==> config.mk <==
export PLATFORM = sky130hd
export DESIGN_NAME = adma_as_atx_issue_flat
export DESIGN_NICKNAME = d
export VERILOG_FILES = /design/src/rtl/adma_as_atx_issue_if.sv /design/src/rtl/adma_as_atx_issue.sv /design/src/flat_wrapper.sv
export SDC_FILE = /design/constraint.sdc
export NUM_CORES = 1
export LEC_CHECK = 0
export ABC_AREA = 0
export CAP_MARGIN = 30
export CELL_PAD_IN_SITES_DETAIL_PLACEMENT = 0
export CELL_PAD_IN_SITES_GLOBAL_PLACEMENT = 1
export CORE_AREA = 5 5 122 124
export CTS_CLUSTER_SIZE = 30
export DETAILED_ROUTE_END_ITERATION = 8
export DIE_AREA = 0 0 127 129
export PLACE_DENSITY_LB_ADDON = 0.12
export SYNTH_ARGS = -nofsm -noshare
export SYNTH_HDL_FRONTEND = slang
export SYNTH_SLANG_ARGS = --single-unit
export TNS_END_PERCENT = 5
==> constraint.sdc <==
create_clock -name clk -period 5.45 [get_ports clk]
set_input_delay 1.3625 -clock clk [delete_from_list [all_inputs] [get_ports clk]]
set_output_delay 1.3625 -clock clk [all_outputs]
set_load 0.05 [all_outputs]
==> src/rtl/adma_as_atx_issue_if.sv <==
// Bus bundle for the AXI transaction issue stage.
//  master : issue-stage view (takes atx requests, drives AR/AW, sinks B)
//  slave  : environment view (upstream requester plus AXI slave side)
//  Groups the atx request fields, AR/AW address channels, B channel and status outputs.
interface adma_as_atx_issue_if #(
    parameter int unsigned MST_ID_W   = 5,
    parameter int unsigned SRC_ADDR_W = 32,
    parameter int unsigned DST_ADDR_W = 32,
    parameter int unsigned ATX_LEN_W  = 8,
    parameter int unsigned OST_MAX    = 4
);
    localparam int unsigned OST_CNT_W = $clog2(OST_MAX + 1);

    // combined AR+AW request from upstream
    logic [MST_ID_W-1:0]   arid;
    logic [SRC_ADDR_W-1:0] araddr;
    logic [ATX_LEN_W-1:0]  arlen;
    logic [1:0]            arburst;
    logic [MST_ID_W-1:0]   awid;
    logic [DST_ADDR_W-1:0] awaddr;
    logic [ATX_LEN_W-1:0]  awlen;
    logic [1:0]            awburst;
    logic                  atx_vld;
    logic                  atx_rdy;
    logic                  atx_done;

    // AXI AR channel
    logic [MST_ID_W-1:0]   m_arid;
    logic [SRC_ADDR_W-1:0] m_araddr;
    logic [ATX_LEN_W-1:0]  m_arlen;
    logic [1:0]            m_arburst;
    logic                  m_arvalid;
    logic                  m_arready;

    // AXI AW channel
    logic [MST_ID_W-1:0]   m_awid;
    logic [DST_ADDR_W-1:0] m_awaddr;
    logic [ATX_LEN_W-1:0]  m_awlen;
    logic [1:0]            m_awburst;
    logic                  m_awvalid;
    logic                  m_awready;

    // AXI B channel
    logic [MST_ID_W-1:0]   m_bid;
    logic [1:0]            m_bresp;
    logic                  m_bvalid;
    logic                  m_bready;

    // status
    logic [OST_CNT_W-1:0]  ost_cnt;
    logic                  bresp_err;

    modport master (
        input  arid, araddr, arlen, arburst,
        input  awid, awaddr, awlen, awburst,
        input  atx_vld,
        output atx_rdy, atx_done,
        output m_arid, m_araddr, m_arlen, m_arburst, m_arvalid,
        input  m_arready,
        output m_awid, m_awaddr, m_awlen, m_awburst, m_awvalid,
        input  m_awready,
        input  m_bid, m_bresp, m_bvalid,
        output m_bready,
        output ost_cnt, bresp_err
    );

    modport slave (
        output arid, araddr, arlen, arburst,
        output awid, awaddr, awlen, awburst,
        output atx_vld,
        input  atx_rdy, atx_done,
        input  m_arid, m_araddr, m_arlen, m_arburst, m_arvalid,
        output m_arready,
        input  m_awid, m_awaddr, m_awlen, m_awburst, m_awvalid,
        output m_awready,
        output m_bid, m_bresp, m_bvalid,
        input  m_bready,
        input  ost_cnt, bresp_err
    );
endinterface

==> src/rtl/adma_as_atx_issue.sv <==
// Downstream issue stage of the AXI transaction request path.
// Accepts one combined AR+AW request, forks it onto the AXI AR and AW channels
// independently, counts outstanding write bursts (bounded by OST_MAX) and pulses
// atx_done (plus bresp_err on a non-OKAY response) one cycle after each B handshake.
// Ports:
//  clk  : clock
//  rst  : synchronous reset, active-high
//  bus  : adma_as_atx_issue_if.master (atx request, AR/AW/B channels, ost_cnt, bresp_err)
// Every output is a flop; atx_rdy and m_bready are registered copies of functions
// of the next state, so they match the same functions of the current state.
module adma_as_atx_issue #(
    parameter int unsigned MST_ID_W   = 5,
    parameter int unsigned SRC_ADDR_W = 32,
    parameter int unsigned DST_ADDR_W = 32,
    parameter int unsigned ATX_LEN_W  = 8,
    parameter int unsigned OST_MAX    = 4
) (
    input logic                 clk,
    input logic                 rst,
    adma_as_atx_issue_if.master bus
);
    localparam int unsigned OST_CNT_W = $clog2(OST_MAX + 1);

    // state registers
    logic                  ar_pend_q, aw_pend_q;
    logic [OST_CNT_W-1:0]  ost_q;
    logic                  rdy_q, bready_q, done_q, err_q;
    logic [MST_ID_W-1:0]   ar_id_q, aw_id_q;
    logic [SRC_ADDR_W-1:0] ar_addr_q;
    logic [DST_ADDR_W-1:0] aw_addr_q;
    logic [ATX_LEN_W-1:0]  ar_len_q, aw_len_q;
    logic [1:0]            ar_burst_q, aw_burst_q;

    // next-state values
    logic                  ar_pend_d, aw_pend_d;
    logic [OST_CNT_W-1:0]  ost_d;
    logic                  rdy_d, bready_d, done_d, err_d;
    logic [MST_ID_W-1:0]   ar_id_d, aw_id_d;
    logic [SRC_ADDR_W-1:0] ar_addr_d;
    logic [DST_ADDR_W-1:0] aw_addr_d;
    logic [ATX_LEN_W-1:0]  ar_len_d, aw_len_d;
    logic [1:0]            ar_burst_d, aw_burst_d;

    // handshake qualifiers
    logic accept, ar_hs, aw_hs, b_hs;

    assign accept = bus.atx_vld & rdy_q;
    assign ar_hs  = ar_pend_q & bus.m_arready;
    assign aw_hs  = aw_pend_q & bus.m_awready;
    assign b_hs   = bus.m_bvalid & bready_q;

    // next-state logic
    always_comb begin
        ar_pend_d  = ar_pend_q;
        aw_pend_d  = aw_pend_q;
        ost_d      = ost_q;
        ar_id_d    = ar_id_q;
        ar_addr_d  = ar_addr_q;
        ar_len_d   = ar_len_q;
        ar_burst_d = ar_burst_q;
        aw_id_d    = aw_id_q;
        aw_addr_d  = aw_addr_q;
        aw_len_d   = aw_len_q;
        aw_burst_d = aw_burst_q;
        done_d     = b_hs;
        err_d      = b_hs & (bus.m_bresp != 2'b00);

        // AR and AW retire independently
        if (ar_hs) ar_pend_d = 1'b0;
        if (aw_hs) aw_pend_d = 1'b0;

        // accept only happens with both channels idle, so it never races a handshake
        if (accept) begin
            ar_pend_d  = 1'b1;
            aw_pend_d  = 1'b1;
            ar_id_d    = bus.arid;
            ar_addr_d  = bus.araddr;
            ar_len_d   = bus.arlen;
            ar_burst_d = bus.arburst;
            aw_id_d    = bus.awid;
            aw_addr_d  = bus.awaddr;
            aw_len_d   = bus.awlen;
            aw_burst_d = bus.awburst;
        end

        // accept is gated by ost<OST_MAX and b_hs by ost!=0: no overflow/underflow
        unique case ({accept, b_hs})
            2'b10:   ost_d = ost_q + OST_CNT_W'(1);
            2'b01:   ost_d = ost_q - OST_CNT_W'(1);
            default: ost_d = ost_q;
        endcase

        rdy_d    = ~ar_pend_d & ~aw_pend_d & (ost_d < OST_CNT_W'(OST_MAX));
        bready_d = (ost_d != '0);
    end

    // state register
    always_ff @(posedge clk) begin
        if (rst) begin
            ar_pend_q  <= 1'b0;
            aw_pend_q  <= 1'b0;
            ost_q      <= '0;
            rdy_q      <= 1'b1;
            bready_q   <= 1'b0;
            done_q     <= 1'b0;
            err_q      <= 1'b0;
            ar_id_q    <= '0;
            ar_addr_q  <= '0;
            ar_len_q   <= '0;
            ar_burst_q <= '0;
            aw_id_q    <= '0;
            aw_addr_q  <= '0;
            aw_len_q   <= '0;
            aw_burst_q <= '0;
        end else begin
            ar_pend_q  <= ar_pend_d;
            aw_pend_q  <= aw_pend_d;
            ost_q      <= ost_d;
            rdy_q      <= rdy_d;
            bready_q   <= bready_d;
            done_q     <= done_d;
            err_q      <= err_d;
            ar_id_q    <= ar_id_d;
            ar_addr_q  <= ar_addr_d;
            ar_len_q   <= ar_len_d;
            ar_burst_q <= ar_burst_d;
            aw_id_q    <= aw_id_d;
            aw_addr_q  <= aw_addr_d;
            aw_len_q   <= aw_len_d;
            aw_burst_q <= aw_burst_d;
        end
    end

    // output mapping
    assign bus.atx_rdy   = rdy_q;
    assign bus.atx_done  = done_q;
    assign bus.bresp_err = err_q;
    assign bus.ost_cnt   = ost_q;
    assign bus.m_bready  = bready_q;

    assign bus.m_arvalid = ar_pend_q;
    assign bus.m_arid    = ar_id_q;
    assign bus.m_araddr  = ar_addr_q;
    assign bus.m_arlen   = ar_len_q;
    assign bus.m_arburst = ar_burst_q;

    assign bus.m_awvalid = aw_pend_q;
    assign bus.m_awid    = aw_id_q;
    assign bus.m_awaddr  = aw_addr_q;
    assign bus.m_awlen   = aw_len_q;
    assign bus.m_awburst = aw_burst_q;
endmodule

==> src/flat_wrapper.sv <==
// flat-port wrapper written by rule: the top's interface ports become plain ports
module adma_as_atx_issue_flat 
#(
    parameter int unsigned MST_ID_W   = 5,
    parameter int unsigned SRC_ADDR_W = 32,
    parameter int unsigned DST_ADDR_W = 32,
    parameter int unsigned ATX_LEN_W  = 8,
    parameter int unsigned OST_MAX    = 4
)
  (clk, rst, bus_arid, bus_araddr, bus_arlen, bus_arburst, bus_awid, bus_awaddr, bus_awlen, bus_awburst, bus_atx_vld, bus_atx_rdy, bus_atx_done, bus_m_arid, bus_m_araddr, bus_m_arlen, bus_m_arburst, bus_m_arvalid, bus_m_arready, bus_m_awid, bus_m_awaddr, bus_m_awlen, bus_m_awburst, bus_m_awvalid, bus_m_awready, bus_m_bid, bus_m_bresp, bus_m_bvalid, bus_m_bready, bus_ost_cnt, bus_bresp_err);
  adma_as_atx_issue_if #(.MST_ID_W(MST_ID_W), .SRC_ADDR_W(SRC_ADDR_W), .DST_ADDR_W(DST_ADDR_W), .ATX_LEN_W(ATX_LEN_W), .OST_MAX(OST_MAX)) bus_i ();
  input logic clk;
  input logic rst;
  input wire logic [$bits(bus_i.arid)-1:0] bus_arid;
  input wire logic [$bits(bus_i.araddr)-1:0] bus_araddr;
  input wire logic [$bits(bus_i.arlen)-1:0] bus_arlen;
  input wire logic [$bits(bus_i.arburst)-1:0] bus_arburst;
  input wire logic [$bits(bus_i.awid)-1:0] bus_awid;
  input wire logic [$bits(bus_i.awaddr)-1:0] bus_awaddr;
  input wire logic [$bits(bus_i.awlen)-1:0] bus_awlen;
  input wire logic [$bits(bus_i.awburst)-1:0] bus_awburst;
  input wire logic [$bits(bus_i.atx_vld)-1:0] bus_atx_vld;
  output wire logic [$bits(bus_i.atx_rdy)-1:0] bus_atx_rdy;
  output wire logic [$bits(bus_i.atx_done)-1:0] bus_atx_done;
  output wire logic [$bits(bus_i.m_arid)-1:0] bus_m_arid;
  output wire logic [$bits(bus_i.m_araddr)-1:0] bus_m_araddr;
  output wire logic [$bits(bus_i.m_arlen)-1:0] bus_m_arlen;
  output wire logic [$bits(bus_i.m_arburst)-1:0] bus_m_arburst;
  output wire logic [$bits(bus_i.m_arvalid)-1:0] bus_m_arvalid;
  input wire logic [$bits(bus_i.m_arready)-1:0] bus_m_arready;
  output wire logic [$bits(bus_i.m_awid)-1:0] bus_m_awid;
  output wire logic [$bits(bus_i.m_awaddr)-1:0] bus_m_awaddr;
  output wire logic [$bits(bus_i.m_awlen)-1:0] bus_m_awlen;
  output wire logic [$bits(bus_i.m_awburst)-1:0] bus_m_awburst;
  output wire logic [$bits(bus_i.m_awvalid)-1:0] bus_m_awvalid;
  input wire logic [$bits(bus_i.m_awready)-1:0] bus_m_awready;
  input wire logic [$bits(bus_i.m_bid)-1:0] bus_m_bid;
  input wire logic [$bits(bus_i.m_bresp)-1:0] bus_m_bresp;
  input wire logic [$bits(bus_i.m_bvalid)-1:0] bus_m_bvalid;
  output wire logic [$bits(bus_i.m_bready)-1:0] bus_m_bready;
  output wire logic [$bits(bus_i.ost_cnt)-1:0] bus_ost_cnt;
  output wire logic [$bits(bus_i.bresp_err)-1:0] bus_bresp_err;
  assign bus_i.arid = bus_arid;
  assign bus_i.araddr = bus_araddr;
  assign bus_i.arlen = bus_arlen;
  assign bus_i.arburst = bus_arburst;
  assign bus_i.awid = bus_awid;
  assign bus_i.awaddr = bus_awaddr;
  assign bus_i.awlen = bus_awlen;
  assign bus_i.awburst = bus_awburst;
  assign bus_i.atx_vld = bus_atx_vld;
  assign bus_atx_rdy = bus_i.atx_rdy;
  assign bus_atx_done = bus_i.atx_done;
  assign bus_m_arid = bus_i.m_arid;
  assign bus_m_araddr = bus_i.m_araddr;
  assign bus_m_arlen = bus_i.m_arlen;
  assign bus_m_arburst = bus_i.m_arburst;
  assign bus_m_arvalid = bus_i.m_arvalid;
  assign bus_i.m_arready = bus_m_arready;
  assign bus_m_awid = bus_i.m_awid;
  assign bus_m_awaddr = bus_i.m_awaddr;
  assign bus_m_awlen = bus_i.m_awlen;
  assign bus_m_awburst = bus_i.m_awburst;
  assign bus_m_awvalid = bus_i.m_awvalid;
  assign bus_i.m_awready = bus_m_awready;
  assign bus_i.m_bid = bus_m_bid;
  assign bus_i.m_bresp = bus_m_bresp;
  assign bus_i.m_bvalid = bus_m_bvalid;
  assign bus_m_bready = bus_i.m_bready;
  assign bus_ost_cnt = bus_i.ost_cnt;
  assign bus_bresp_err = bus_i.bresp_err;
  adma_as_atx_issue #(.MST_ID_W(MST_ID_W), .SRC_ADDR_W(SRC_ADDR_W), .DST_ADDR_W(DST_ADDR_W), .ATX_LEN_W(ATX_LEN_W), .OST_MAX(OST_MAX)) u_core (.clk(clk), .rst(rst), .bus(bus_i));
endmodule
==> results.md, run 1 <==
* Run status: finished, final reports clean
* Final-report hold violation count at 0
* Internal at 1.43 mW
* Effective utilization at floorplan at 0.273
* CTS H-Tree Depth at 3
* Switch Pwr at roughly 770 µW
* Slew Limit Headroom at 0.424
* Period utilization at 0.563
* Vias in the first global route at between 3000 and 4000
* Max Cap Violations at 0
* Flop pwr share at 0.397
* Finish-stage setup viols at 0
* Setup CP Type: input port to flip-flop
* Least-Margin Pin Slew at 0.864 ns
* Clock latency on the worst-skew pair at ~0.34 ns
* CTS Buf Count at 9
* Routed Antenna Nets at 0
* Mapped cell area at between 3000 and 4000 µm²
* Total length of routed wires at roughly 12000 µm
* TritonCTS clock tree: built
* Hold Crit Class: flip-flop to flip-flop
* Largest net degree at the start of global routing at 79
* Number of gates resized after CTS at 0
* Syn nets at between 500 and 600
* Final Cell Area at between 6000 and 7000 µm²
* Largest cells by area after synthesis: dfxtp_1, nand2_1, a21oi_1
* Proportion of layout cells with a drive suffix above 1 at 0.0789
* Netlist cell types at 29
* Num rows at 43
* Die Y at ~130 µm
* N_diodes at 0
* DR pass1 iterations at 5
* VDD IR-drop max at approximately 0.13 mV
* Nets at 740
* Initial antenna violation count at 0
* Crit path time final at 3.07 ns
* CP Launch Type: input port
* Clk root buf: clkbuf_16
* Port buffer count at 204
* Die area at ~16000 µm²
* Post-DP HPWL at slightly above 8000 µm
* Leak Pwr at roughly 2.2 nW
* Die X at between 100 and 150 µm
* DR vias at about 3500
* GR Overflow Total at 0
* Clk pwr share at 0.270
* Max Freq at 0.326 GHz
* Avg WL per Cell at 14.4 µm
* Sink Count at roughly 100
* Synth top area share at 0.553
* Synth Instances at ~440
* Skew final at 0.00368 ns
* RSZ-0062 raised after global routing: false
* Clk buf depth at 2
* WHS Path Cells at 2
* Sw Share at 0.352
* First-pass GRT wire length at between 15000 and 20000 µm
* Clock-pin slew on the worst setup and hold paths at ~0.060 ns
* Synth-to-layout area growth at 64.3%
* Comb power frac at 0.333
* Drt first-iter violations at between 100 and 150
* Number of synthesis warnings at 0
* CP Capture Type: flip-flop
* Cell area after placement at around 5900 µm²
* RePlAce Congestion at 0.708
* Ports at 210
* Final Slew Violations at 0
* Worst-path fanout max at 4
* Number of synthesized register bits at roughly 100
* Multi-input gate area at between 1000 and 1500 µm²
* Synth area leader: dfxtp_1
* Vias/cell at 4.30
* Post-CTS setup buffer count at 0
* Crit path arrival time at ~3.3 ns
* FF-to-FF path depth at 7
* Mapped Avg Cell Area at about 8.4 µm²
* Core area at ~14000 µm²
* Pwr Density at about 360 nW/µm²
* Cts hold-fix bufs at 0
* Req. time, crit path at 5.73 ns
* Drt drc at 0
* Setup TNS at 0 ns
* Filler cells at approximately 1400
* Sequential area share after synthesis at 0.553
* Gr usage total at 0.142
* FF+latch area at 2060 µm²
==> synthesized netlist by cell type (all sizes together) <==
cell and count:
a21oi 96, a41o 1, and2 1, buf 25, clkbuf 7, clkinv 1, dfxtp 103, fa 1
ha 1, inv 2, mux2i 1, nand2 190, nand2b 1, nand4bb 1, nor2 4, nor2b 1
o21a 1, o21ai 2, or3 1, or4 1, xnor2 1, xor2 1
==> registers in the layout (all words and copies together) (netlist names) <==
name and count:
u_core.bus.m_arid 5, u_core.bus.m_awid 5, u_core.bus.m_arlen 8, u_core.bus.m_arvalid 1, u_core.bus.m_arburst 2, u_core.bus.atx_rdy 1, u_core.bus.m_awlen 8, u_core.bus.m_araddr 32
u_core.bus.m_awvalid 1, u_core.bus.bresp_err 1, u_core.bus.m_awburst 2, u_core.bus.m_awaddr 32, u_core.bus.m_bready 1, u_core.bus.ost_cnt 3, u_core.bus.atx_done 1
==> worst paths after layout <==
check	start	end	slack (ns)
setup / recovery	bus_atx_vld	u_core.bus.m_bready	2.38
hold / removal	u_core.bus.m_awlen[2]	u_core.bus.m_awlen[2]	0.45
setup reg to reg	u_core.bus.atx_rdy	u_core.bus.m_bready	3.53
hold reg to reg	u_core.bus.m_awlen[2]	u_core.bus.m_awlen[2]	0.45
==> layer usage <==
| layer | up-vias | GRT usage | part of all wire |
|---|---|---|---|
| li1 | 1790 | - | - |
| met2 | 123 | 0.220 | 0.45 |
| met4 | 0 | 0.0637 | 0.021 |
| met1 | 1574 | 0.172 | 0.43 |
| met3 | 16 | 0.0585 | 0.099 |
| met5 | - | 0 | 0 |
==> logic make-up after synthesis <==
logic type,Yosys count,synth area share
and+or+nand+nor,200,0.214
DFF,103,0.553
AOI/OAI and AO/OA,100,0.156
buffers and inverters,35,0.0614
xor gates and xnor gates,2,0.00470
adders and majority gates,2,0.00872
muxes,1,0.00268
==> per-stage QoR <==
stage / cells / worst slack (ns) / hold slack, ns / utilization / total power, mW
after floorplan: 443 / 2.28 / 0.671 / - / 1.36
after CTS: 814 / 2.40 / 0.455 / 0.448 / 2.24
after global routing: 814 / 2.30 / 0.470 / 0.448 / 2.32
final: 814 / 2.38 / 0.452 / 0.448 / 2.20
after detailed placement: 800 / 2.03 / 0.446 / 0.429 / 1.63
after global placement: 798 / 2.03 / 0.441 / 0.425 / 1.61
==> power groups by stage <==
stage / clock network, mW / registers, mW / logic (mW)
2_1_floorplan: 0 / 1.16 / 0.206
3_3_place_gp: 0 / 0.888 / 0.724
3_5_place_dp: 0 / 0.892 / 0.741
4_1_cts: 0.623 / 0.875 / 0.743
5_1_grt: 0.651 / 0.885 / 0.781
6_report: 0.593 / 0.874 / 0.733
==> worst max-delay path, cell delays in order <==
cell and delay (ns):
clkdlybuf4s50_1 0.46, and2_4 0.16, clkinv_4 0.04, ha_1 0.21, fa_1 0.38, xnor2_1 0.16, or4_1 0.43, nand4bb_1 0.13
==> cell usage in the layout, fill, tap and decap left out, types with 2 or more instances in the layout <==
| master | instances |
|---|---|
| dfxtp_1 | 103 |
| clkdlybuf4s50_1 | 203 |
| o21ai_0 | 2 |
| clkbuf_16 | 9 |
| clkbuf_8 | 2 |
| clkbuf_1 | 2 |
| inv_1 | 2 |
| buf_4 | 4 |
| nand2_1 | 180 |
| buf_16 | 2 |
| nand2_2 | 10 |
| a21oi_2 | 20 |
| nor2_1 | 4 |
| a21oi_1 | 76 |
==> area by class of cell <==
cell class | count | share of cell area
Tap cell | 180 | 0.0367
Clock inverter | 1 | 0.000817
Multi-Input combinational cell | 305 | 0.235
Sequential cell | 103 | 0.336
Clock buffer | 13 | 0.0425
Timing Repair Buffer | 209 | 0.345
Inverter | 3 | 0.00265
Note: power is estimated with default switching activity, not from simulation.
==> run 2: changes to the inputs <==
Settings changed: CORE_AREA 5 5 122 124 to 5 5 131 133, DIE_AREA 0 0 127 129 to 0 0 136 138.
Clock period 5.45 ns to 2.6 ns, I/O delays scaled along.
==> run 2 against run 1 <==
Final cell count rose by 5.2%. Largest power group unchanged. Flip-flop and latch count did not move. Routed wire length rose by 3.6%. Non-clock buffer count rose by 4. Sequential power rose by 110%. Combinational power rose by 110%. First-iteration DRC count rose by 9.6%. Setup slack got worse by 2.1 ns. Die area rose by 15%. Final area rose by 2.4%.
==> results.md, run 2 (synthesis gave the netlist of run 1 again) <==
* Run status: finished, final reports clean
* N_diodes at 0 (unchanged)
* Die X at 136 µm (+7.1%)
* Dpl ws at -0.0957 ns (-2.13 ns)
* Worst Path Buf+Inv at 2 (unchanged)
* Pwr Density at 776 nW/µm² (+120%)
* DR pass1 iterations at 4 (-1)
* Gr usage total at 0.126 (-0.0153)
* Ports at 210 (unchanged)
* RSZ-0062 raised after global routing: false
* Port buffer count at 204 (unchanged)
* Final Slew Violations at 0 (unchanged)
* Clk root buf: clkbuf_16
* Post-CTS setup buffer count at 0 (unchanged)
* Worst-path fanout max at 4 (unchanged)
* Slew Limit Headroom at 0.635 (+0.211)
* Max Cap Violations at 0 (unchanged)
* Nets at 744 (+0.54%)
* Commonest cells after routing, fill and taps aside: clkdlybuf4s50_1, nand2_1, dfxtp_1, a21oi_1, a21oi_2
* CTS H-Tree Depth at 3 (unchanged)
* Finish-stage setup viols at 0 (unchanged)
* Post-DP HPWL at 8550 µm (+5.4%)
* Setup CP Type: input port to flip-flop
* Effective utilization at floorplan at 0.237 (-0.0356)
* Drt first-iter violations at 149 (+9.6%)
* VDD IR-drop max at 0.364 mV (+170%)
* Total power at 4.87 mW (+120%)
* Cell area after placement at 5940 µm² (+1.4%)
* Skew final at 0.00681 ns (+0.00313 ns)
* Largest net degree at the start of global routing at 59 (-25%)
* Number of gates resized after CTS at 0 (unchanged)
* Core area at 15700 µm² (+15%)
* Clk buf depth at 2 (unchanged)
* RePlAce Congestion at 0.725 (+2.3%)
* Slowest-stage cell, CP: clkdlybuf4s50_1
* Final-report hold violation count at 0 (unchanged)
* Num rows at 46 (+7.0%)
* TritonCTS clock tree: built
* First-pass GRT wire length at 18900 µm (+2.3%)
* Period utilization at 0.894
* Cts hold-fix bufs at 0 (unchanged)
* Max Freq at around 0.43 GHz
* CP peak stage delay at 0.45 ns (about the same)
* Most common cell after layout, fill and taps aside: clkdlybuf4s50_1
* CP Launch Type: input port
* Total length of routed wires at 12100 µm (+3.6%)
* Drt drc at 0 (unchanged)
* Vias in the first global route at 3415 (-2.4%)
* Die area at 18800 µm² (+15%)
* Critical path, cell by cell: clkdlybuf4s50_1, and2_4, clkinv_4, ha_1, fa_1, xnor2_1, or3_1, a41o_1
* Req. time, crit path at 2.84 ns (-2.89 ns)
* Synth-to-layout area growth at 68.2%
* GR Overflow Total at 0 (unchanged)
* Crit path max-delay family: adder cells
* Clock-pin slew on the worst setup and hold paths at 0.07 ns (about the same)
* Sink Count at 103 (unchanged)
* Crit path time final at 2.32 ns
* Initial antenna violation count at 0 (unchanged)
* Leak Pwr at 2.29 nW (+2.1%)
* Crit path arrival time at 2.56 ns (-0.78 ns)
* Setup TNS at 0 ns (unchanged)
* Least-Margin Pin Slew at 0.546 ns (-0.318 ns)
* Setup ws final at 0.276 ns (-2.11 ns)
* Final Cell Area at 6280 µm² (+2.4%)
* Routed Antenna Nets at 0 (unchanged)
* Avg WL per Cell at 14.2 µm (-1.5%)
* CTS Buf Count at 9 (unchanged)
* DR vias at 3490 (-0.37%)
* CP Capture Type: flip-flop
* Clock latency on the worst-skew pair at 0.34 ns (about the same)
* Final hold slack at 0.455 ns (+0.00262 ns)
* Die Y at 138 µm (+7.0%)
* Vias/cell at 4.08 (-5.3%)
* Hold Crit Class: flip-flop to flip-flop
* Proportion of layout cells with a drive suffix above 1 at 0.0906 (+0.0118)
-- run 2: path summary, 6_finish.rpt --
check | end | depth (start not counted) | from | slack (ns)
max | u_core.bus.atx_rdy | 8 | bus_atx_vld | 0.28
min | u_core.bus.m_awlen[4] | 2 | u_core.bus.m_awlen[4] | 0.45
max reg2reg | u_core.bus.atx_rdy | 7 | u_core.bus.atx_rdy | 0.71
min reg2reg | u_core.bus.m_awlen[4] | 2 | u_core.bus.m_awlen[4] | 0.45
-- run 2: layout make-up --
class | instances | area, µm²
well taps | 216 | 270
fillers | 1609 | 9440
inverters | 3 | 16.3
flip-flops and latches | 103 | 2060
multi-input cells | 305 | 1440
repair buffers | 213 | 2150
clock inverters | 5 | 80.1
clock buffers | 11 | 253
-- run 2: where the power goes --
group	switching, mW	internal (mW)	leakage (nW)	total [mW]
clock network	0.597	0.895	0.158	1.49
logic	0.979	0.567	1.29	1.55
registers	0.0933	1.74	0.846	1.83
-- run 2: metrics by stage --
stage	cells	util
floorplan	443	-
global placement	838	0.375
detailed placement	840	0.378
CTS	856	0.399
global route	856	0.399
finish	856	0.399
-- run 2: routing by layer --
layer	global-route usage	wire length (µm)	vias to the layer above
li1	-	-	1793
met5	0	0	-
met2	0.192	5380	121
met1	0.160	5350	1566
met3	0.0541	1230	10
met4	0.0430	158	0
-- run 2: worst min-delay path: stages, from the launching register on --
cell and delay (ns):
dfxtp_1 0.31, nand2_1 0.05, a21oi_1 0.05
